`src/rtl/bcd_time_counter_pkg.sv`:
```
// Shared constants for the hh:mm:ss BCD time word: digit range limits, field
// offsets within the 24-bit word, and the range check used when loading a time.
package bcd_time_counter_pkg;

    localparam logic [3:0] DIGIT_MAX           = 4'd9;
    localparam logic [3:0] SEC_TENS_MAX        = 4'd5;
    localparam logic [3:0] MIN_TENS_MAX        = 4'd5;
    localparam logic [3:0] HOUR_MAX_TENS       = 4'd2;
    localparam logic [3:0] HOUR_MAX_UNITS_AT_2 = 4'd3;

    localparam int unsigned S1_LSB  = 0;
    localparam int unsigned S10_LSB = 4;
    localparam int unsigned M1_LSB  = 8;
    localparam int unsigned M10_LSB = 12;
    localparam int unsigned H1_LSB  = 16;
    localparam int unsigned H10_LSB = 20;

    function automatic logic time_word_valid(input logic [23:0] t);
        logic ok;
        ok = (t[S1_LSB  +: 4] <= DIGIT_MAX)    &&
             (t[S10_LSB +: 4] <= SEC_TENS_MAX) &&
             (t[M1_LSB  +: 4] <= DIGIT_MAX)    &&
             (t[M10_LSB +: 4] <= MIN_TENS_MAX) &&
             (t[H1_LSB  +: 4] <= DIGIT_MAX)    &&
             (t[H10_LSB +: 4] <= HOUR_MAX_TENS);
        if (t[H10_LSB +: 4] == HOUR_MAX_TENS) begin
            ok = ok && (t[H1_LSB +: 4] <= HOUR_MAX_UNITS_AT_2);
        end else begin
            ok = ok;
        end
        return ok;
    endfunction

endpackage

```
`src/rtl/bcd_time_counter_digit.sv`:
```
// One BCD digit: load has priority over increment; wraps MAX -> 0 and flags carry.
module bcd_digit_counter
    import bcd_time_counter_pkg::*;
#(
    parameter logic [3:0] MAX = DIGIT_MAX
) (
    input  logic       clk,
    input  logic       resett,
    input  logic       inc_i,
    input  logic       load_i,
    input  logic [3:0] load_val_i,
    output logic [3:0] digit_o,
    output logic       carry_o
);

    logic [3:0] digit_q;
    logic [3:0] digit_d;

    always_comb begin
        digit_d = digit_q;
        if (load_i) begin
            digit_d = load_val_i;
        end else if (inc_i) begin
            digit_d = (digit_q >= MAX) ? 4'd0 : digit_q + 4'd1;
        end else begin
            digit_d = digit_q;
        end
    end

    always_ff @(posedge clk) begin
        if (resett) begin
            digit_q <= 4'd0;
        end else begin
            digit_q <= digit_d;
        end
    end

    assign carry_o = inc_i && (digit_q >= MAX);
    assign digit_o = digit_q;

endmodule

```
`src/rtl/bcd_time_counter.sv`:
```
// Timekeeping core: 1 Hz prescaler, six cascaded BCD digits with 23:59:59 wrap,
// and a range-checked single-cycle time preset with ack/err pulses.
module bcd_time_counter
    import bcd_time_counter_pkg::*;
#(
    parameter int CLK_HZ = 50_000_000
) (
    input  logic        clk,
    input  logic        resett,
    input  logic        run,
    input  logic        set_valid,
    input  logic [23:0] set_time,
    output logic        set_ack,
    output logic        set_err,
    output logic        sec_pulse,
    output logic [3:0]  h10,
    output logic [3:0]  h1,
    output logic [3:0]  m10,
    output logic [3:0]  m1,
    output logic [3:0]  s10,
    output logic [3:0]  s1
);

    localparam int PW = (CLK_HZ > 2) ? $clog2(CLK_HZ) : 1;
    localparam logic [PW-1:0] PRESC_MAX = PW'(CLK_HZ - 1);

    logic [PW-1:0] presc_q, presc_d;
    logic          set_ack_q, set_err_q, sec_pulse_q;
    logic          set_ok_s, set_load_s, tick_s, tick_eff_s;
    logic          s1_c_s, s10_c_s, m1_c_s, m10_c_s, h1_c_s, h10_c_s;
    logic          hour_wrap_s, hour_load_s;
    logic [3:0]    h1_val_s, h10_val_s;

    assign set_ok_s   = time_word_valid(set_time);
    assign set_load_s = set_valid && set_ok_s;
    assign tick_s     = run && (presc_q == PRESC_MAX);
    // An accepted preset swallows a coincident tick so the new time starts a full second.
    assign tick_eff_s = tick_s && !set_load_s;

    always_comb begin
        presc_d = presc_q;
        if (set_load_s) begin
            presc_d = '0;
        end else if (tick_s) begin
            presc_d = '0;
        end else if (run) begin
            presc_d = presc_q + PW'(1);
        end else begin
            presc_d = presc_q;
        end
    end

    always_ff @(posedge clk) begin
        if (resett) begin
            presc_q     <= '0;
            set_ack_q   <= 1'b0;
            set_err_q   <= 1'b0;
            sec_pulse_q <= 1'b0;
        end else begin
            presc_q     <= presc_d;
            set_ack_q   <= set_valid && set_ok_s;
            set_err_q   <= set_valid && !set_ok_s;
            sec_pulse_q <= tick_eff_s;
        end
    end

    // Hours wrap 23 -> 00 here; a carry out of the tens digit is also forced back to 00.
    assign hour_wrap_s = (m10_c_s && (h10 == HOUR_MAX_TENS) && (h1 == HOUR_MAX_UNITS_AT_2)) || h10_c_s;
    assign hour_load_s = set_load_s || hour_wrap_s;
    assign h1_val_s    = set_load_s ? set_time[H1_LSB  +: 4] : 4'd0;
    assign h10_val_s   = set_load_s ? set_time[H10_LSB +: 4] : 4'd0;

    bcd_digit_counter #(.MAX(DIGIT_MAX)) u_s1 (
        .clk(clk), .resett(resett), .inc_i(tick_eff_s), .load_i(set_load_s),
        .load_val_i(set_time[S1_LSB +: 4]), .digit_o(s1), .carry_o(s1_c_s));

    bcd_digit_counter #(.MAX(SEC_TENS_MAX)) u_s10 (
        .clk(clk), .resett(resett), .inc_i(s1_c_s), .load_i(set_load_s),
        .load_val_i(set_time[S10_LSB +: 4]), .digit_o(s10), .carry_o(s10_c_s));

    bcd_digit_counter #(.MAX(DIGIT_MAX)) u_m1 (
        .clk(clk), .resett(resett), .inc_i(s10_c_s), .load_i(set_load_s),
        .load_val_i(set_time[M1_LSB +: 4]), .digit_o(m1), .carry_o(m1_c_s));

    bcd_digit_counter #(.MAX(MIN_TENS_MAX)) u_m10 (
        .clk(clk), .resett(resett), .inc_i(m1_c_s), .load_i(set_load_s),
        .load_val_i(set_time[M10_LSB +: 4]), .digit_o(m10), .carry_o(m10_c_s));

    bcd_digit_counter #(.MAX(DIGIT_MAX)) u_h1 (
        .clk(clk), .resett(resett), .inc_i(m10_c_s), .load_i(hour_load_s),
        .load_val_i(h1_val_s), .digit_o(h1), .carry_o(h1_c_s));

    bcd_digit_counter #(.MAX(HOUR_MAX_TENS)) u_h10 (
        .clk(clk), .resett(resett), .inc_i(h1_c_s), .load_i(hour_load_s),
        .load_val_i(h10_val_s), .digit_o(h10), .carry_o(h10_c_s));

    assign set_ack   = set_ack_q;
    assign set_err   = set_err_q;
    assign sec_pulse = sec_pulse_q;

endmodule
```
`config.mk`:
```
export PLATFORM = sky130hd
export DESIGN_NAME = bcd_time_counter
export DESIGN_NICKNAME = d
export VERILOG_FILES = /design/src/rtl/bcd_time_counter_pkg.sv /design/src/rtl/bcd_time_counter_digit.sv /design/src/rtl/bcd_time_counter.sv
export SDC_FILE = /design/constraint.sdc
export NUM_CORES = 1
export LEC_CHECK = 0
export BUFFER_PORTS_ARGS = -buffer_cell sky130_fd_sc_hd__buf_2
export CAP_MARGIN = 20
export CORE_ASPECT_RATIO = 1.2
export CORE_MARGIN = 4
export CORE_UTILIZATION = 30
export CTS_BUF_LIST = sky130_fd_sc_hd__clkbuf_8
export CTS_CLUSTER_DIAMETER = 50
export DETAILED_ROUTE_END_ITERATION = 6
export PLACE_DENSITY = 0.45
export RECOVER_POWER = 25
export SLEW_MARGIN = 20
export SYNTH_ARGS = -nofsm -noshare
export SYNTH_HDL_FRONTEND = slang
export SYNTH_SLANG_ARGS = --single-unit
```
`constraint.sdc`:
```
create_clock -name clk -period 4 [get_ports clk]
set_input_delay 1 -clock clk [delete_from_list [all_inputs] [get_ports clk]]
set_output_delay 1 -clock clk [all_outputs]
set_load 0.03 [all_outputs]
```
## After elaboration in Yosys (flattened, before gate mapping)

Index checks and enable logic that the tools add are counted.

| storage, ports and cells | value |
|---|---|
| flip-flop bits (word level) | 53 |
| word-level logic and storage cells | 84 |

| cells by class | value |
|---|---|
| reductions and logical operators | 29 |
| add/sub/neg operators | 7 |
| $lt $le $gt $ge | 13 |
| equality and inequality tests | 4 |
| multiplexer cells | 21 |

Operators with widths:

| kind | count |
|---|---|
| $mux W4 | 20 |
| $add A26 B1 Y26 const B | 1 |
| $eq A26 B26 Y1 const B | 1 |
| $add A4 B1 Y4 const B | 6 |
| $logic_and A1 B1 Y1 | 18 |
| $eq A4 B2 Y1 const B | 3 |
| $ge A4 B4 Y1 const B | 3 |
| $le A4 B4 Y1 const B | 3 |
| $reduce_bool A2 Y1 | 6 |
| $ge A4 B3 Y1 const B | 2 |
| $le A4 B2 Y1 const B | 2 |
| $le A4 B3 Y1 const B | 2 |
| $ge A4 B2 Y1 const B | 1 |
| $reduce_or A3 Y1 | 1 |
| $logic_not A1 Y1 | 2 |
| $logic_or A1 B1 Y1 | 2 |
| $mux W1 | 1 |

## Logic depth before layout (Yosys ltp)

| logic depth | value |
|---|---|
| depth in word-level cells | 20 |
| depth in mapped cells | 10 |
| depth with buffers taken out | 7 |

## Hierarchy

From an unflattened synthesis, not the netlist that was laid out.

| unflattened totals | value |
|---|---|
| cells, all modules | 362 |
| area total of the unflattened synthesis | 3183.1 µm² |

Modules (own cells, without submodules):

| module | seq. area each (µm²) | cells an instance | times used | area each (µm²) |
|---|---|---|---|---|
| bcd_time_counter | 580.6 | 174 | 1 | 1517.7 |
| bcd_digit_counter (u_h1 ...) | 80.1 | 30 | 3 | 281.5 |
| bcd_digit_counter (u_m10 ...) | 80.1 | 35 | 2 | 289.0 |
| bcd_digit_counter (u_h10) | 80.1 | 28 | 1 | 242.7 |

## Worst setup path before layout

No wires, ideal clock.

| timing path | value |
|---|---|
| kind | input to register |
| start point | input port run |
| end point | register u_s10.digit_q[2], in the netlist u_s10.digit_o[2] |
| data required time | 3.909 ns |
| library setup time | 0.091 ns |
| stages | 7 |
| slack | 1.486 ns |
| arrival | 2.423 ns |
| cells stage by stage | and3_1 > buf_4 > and4_1 > buf_6 > nand4_4 > or4b_1 > a311oi_1 |

| on the way | value |
|---|---|
| word-level cells in the longest chain between the ends | 4 |

Ends and longest elaborated chain:

| item | line | text |
|---|---|---|
| from (decl) | bcd_time_counter.sv:10 | `input logic run,` |
| $logic_and A1 B1 Y1 | bcd_time_counter.sv:36 | `assign tick_s = run && (presc_q == PRESC_MAX);` |
| $logic_and A1 B1 Y1 | bcd_time_counter.sv:38 | `assign tick_eff_s = tick_s && !set_load_s;` |
| $logic_and A1 B1 Y1 | bcd_time_counter_digit.sv:38 | `assign carry_o = inc_i && (digit_q >= MAX);` |
| $reduce_bool A2 Y1 (no line) | n/a |  |
| to (signal assigned) | bcd_time_counter_digit.sv:34 | `digit_q <= digit_d;` |
| to (decl) | bcd_time_counter_digit.sv:16 | `logic [3:0] digit_q;` |

No other way between the ends.
A chain may end at the register's enable or synchronous reset.

## Worst setup path after layout

| timing path | value |
|---|---|
| start point | input port run |
| end point | register presc_q[18] |

| on the way | value |
|---|---|
| word-level cells in the longest chain between the ends | 2 |

Ends and longest elaborated chain:

| item | line | text |
|---|---|---|
| $logic_and A1 B1 Y1 | bcd_time_counter.sv:36 |  |
| $reduce_or A3 Y1 (no line) | n/a |  |
| to (signal assigned) | bcd_time_counter.sv:60 | `presc_q <= presc_d;` |
| to (decl) | bcd_time_counter.sv:27 | `logic [PW-1:0] presc_q, presc_d;` |

Parallel ways exist; a longest one is shown, timed or not.

==> flow_metrics.py <==
metrics = {
    "global_route": {
        "grt_max_degree": 27,
        "antenna_found_initial": 0,
        "track_usage_pct": 13.71,
        "grt_overflow": 0,
        "grt_pass1_wl_mm": 13.03,
        "grt_pass1_vias": 2619,
    },
    "timing": {
        "final-max-slew-violation-count": 0,
        "postLayoutSetupSlackWorst_ns": 1.315,
        "period_needed_ns": 2.685,
        "rsz0062_at_grt": "false",
        "slew_headroom_pct": 46.88,
        "finClkSkew_ns": 0.01952,
        "tightest_slew_ns": 0.7967,
        "whs_ns": 0.5016,
        "hold_viol_final": 0,
        "setup_viol": 0,
        "max_freq_ghz": 0.3724,
        "fin_crit_sh_pct": 67.13,
        "fin_tns_setup_ns": 0,
    },
    "die": {
        "rows": 39,
        "dieArea_sq_um": 11510,
        "ios": 55,
        "fp.dieW_um": 98.63,
        "start_util_pct": 30.91,
        "die_h_um": 116.8,
        "coreArea_sq_um": 9564,
    },
    "synthesis": {
        "synthMuxAreaShare_pct": 0.7194,
        "synth_xor_area_share_pct": 7.406,
        "synth_top_cell_area_share_pct": 35.89,
        "yosysSeqAreaShare_pct": 35.89,
        "netlist_top_cells_area": "dfxtp_1 (36%), ha_1 (7.6%), nor2_1 (7.4%)",
        "netlist_area_sq_um": 2957,
        "syn_area_per_cell_sq_um": 8.545,
        "yosys.area_share.adder_pct": 7.617,
        "synthSimpleGateAreaFrac_pct": 29.37,
        "synth_seq_cells": 53,
        "synth_top_family_by_area": "simple AND/OR/NAND/NOR gates",
        "ys.flop_type": "dfxtp_1",
        "synth_compound_area_share_pct": 15.07,
        "synth.distinct_cells": 48,
        "yosys_warnings": 0,
        "synth_edf_count": 0,
        "synth_nets": 392,
        "ys_async_sr_fraction_pct": 0,
        "synth.largest_area_cell": "dfxtp_1",
        "synth_cells": 346,
    },
    "detailed_routing": {
        "wl_met3_um": 325,
        "viasPerCell": 5.108,
        "wl_per_cell_um": 15.09,
        "top_layer_used": "met4",
        "drt_pass1_iterations": 4,
        "ant_nets": 0,
        "drt-initial-drc-count": 108,
        "num_vias": 2656,
        "routed_wl_mm": 7.846,
        "wl_met2_mm": 3.962,
        "route.detailed.drc": 0,
        "drt-met1-wl_mm": 3.473,
    },
    "finish": {
        "fin_nets": 443,
        "fill_cells": 1052,
        "fin_area_sq_um": 3422,
        "drive_gt1_share_pct": 13.10,
        "post-route-util_pct": 35.78,
        "n_antenna_cell": 0,
        "instances_no_fill": 520,
        "seqCellArea_sq_um": 1061,
        "multi_input_area_sq_um": 1779,
        "area_delta_synth_final_pct": 15.74,
    },
    "power": {
        "p_leak_nw": 1.279,
        "totalPowerFinal_mw": 0.9365,
        "powerDensity_nw_per_um2": 273.7,
        "max-vdd-ir-drop_v": 0.0001598,
    },
    "placement": {
        "dpl_cell_area_sq_um": 3343,
        "place_inst": 513,
        "io_buffers": 54,
        "preCtsSetupSlack_ns": 0.9774,
        "place_hpwl_mm": 5.886,
        "gp_congestion": 0.7698,
    },
    "worst_setup_path": {
        "setup.worst_path.class": "input pin to register",
        "worst_ep_required_time_ns": 4.18,
        "crit_fanout": 26,
        "cp.arrival_ns": 2.87,
        "crit_path_start_kind": "input pin",
        "end_kind": "register",
    },
    "status": {
        "status": "finished clean",
    },
    "clock_network": {
        "clkSinkCount": 53,
        "hold_buffers": 0,
        "cts_tree": "built",
        "cts-buffers-inserted": 5,
        "path_clk_slew_ns": 0.09,
        "ctsResizeCount": 0,
        "clock_latency_ns": 0.31,
        "post_cts_buffers": 0,
        "clock-root-buffer": "clkbuf_8",
        "cts.path.max_buffers": 2,
        "cts_max_level": 2,
    },
    "job": {
        "maxCapViolCount": 0,
    },
    "hold_path": {
        "hold_class": "register to register",
    },
}
-- logic make-up (layout without fill, tap and decap cells) --
group	after synthesis	after routing
AND/OR/NAND/NOR	159	159
multiplexers	2	2
AO/OA/AOI/OAI	62	62
XOR/XNOR	25	25
buffers and inverters	27	78
flip-flops	53	53
adder cells (fa/ha/maj)	18	18
-- metal layers --
layer / track usage, % / vias to the layer above
li1: - / 1365
met1: 16.48 / 1233
met2: 25.26 / 52
met3: 2.748 / 6
met4: 3.097 / 0
met5: 0 / -
-- cells in the mapped netlist, types with 5 or more instances --
cell / count
nor2_1: 58
nand3_1: 10
nand4_1: 15
nor4_1: 7
o21ai_0: 10
clkbuf_1: 9
inv_1: 13
o31ai_1: 5
a311oi_1: 14
xor2_1: 8
nand2_1: 19
xnor2_1: 17
nor3_1: 6
and4_1: 8
nand2b_1: 6
a21oi_1: 11
ha_1: 18
and3_1: 7
dfxtp_1: 53
-- worst max-delay path, cell delays in order --
cell,delay [ns]
buf_2,0.13
and3_1,0.28
and4_1,0.46
and2_1,0.46
or3_1,0.17
buf_4,0.27
nor2_1,0.09
-- layout make-up --
class                   instances  area share [%]
multi-input cells             266           51.99
flip-flops and latches         53           31.01
repair buffers                 58           8.044
well taps                     123           4.497
clock buffers                   5           2.011
inverters                      13           1.426
clock inverters                 2           1.024
-- placed cells by master (no fill, tap or decap), types with 3 or more instances in the layout --
cell type / n
xor2_1: 8
and3_1: 7
a21oi_1: 11
o31ai_1: 5
xnor2_1: 17
nand2b_1: 6
a211oi_1: 4
clkbuf_8: 5
o21ai_0: 10
buf_4: 4
a31oi_1: 4
nand2_1: 19
or3_1: 4
clkbuf_1: 20
nor2_1: 58
and2_1: 3
a311oi_1: 14
nand3_1: 10
nor4_1: 7
o41ai_1: 4
inv_1: 13
nor3_1: 6
buf_2: 34
dfxtp_1: 53
nand4_1: 15
and4_1: 8
ha_1: 18
-- sequential cells by signal, indices dropped and copies added, names as in the netlist --
| signal | count |
|---|---|
| set_err | 1 |
| u_s1.digit_o | 4 |
| u_s10.digit_o | 4 |
| u_h10.digit_o | 4 |
| u_m10.digit_o | 4 |
| u_m1.digit_o | 4 |
| u_h1.digit_o | 4 |
| presc_q | 26 |
| set_ack | 1 |
| sec_pulse | 1 |
-- where the power goes --
group | switching (mW) | internal [mW]
clock network | 0.177 | 0.182
logic | 0.0263 | 0.0178
registers | 0.00285 | 0.531
-- path summary, 6_finish.rpt --
kind | cells after the start | end | from | slack [ns]
min reg2reg | 1 | u_h10.digit_o[3] | u_h10.digit_o[3] | 0.50
max | 7 | presc_q[18] | run | 1.31
max reg2reg | 7 | u_h10.digit_o[2] | u_s1.digit_o[0] | 1.52
min | 1 | u_h10.digit_o[3] | u_h10.digit_o[3] | 0.50
No activity file was read; power rests on OpenSTA's default activity.
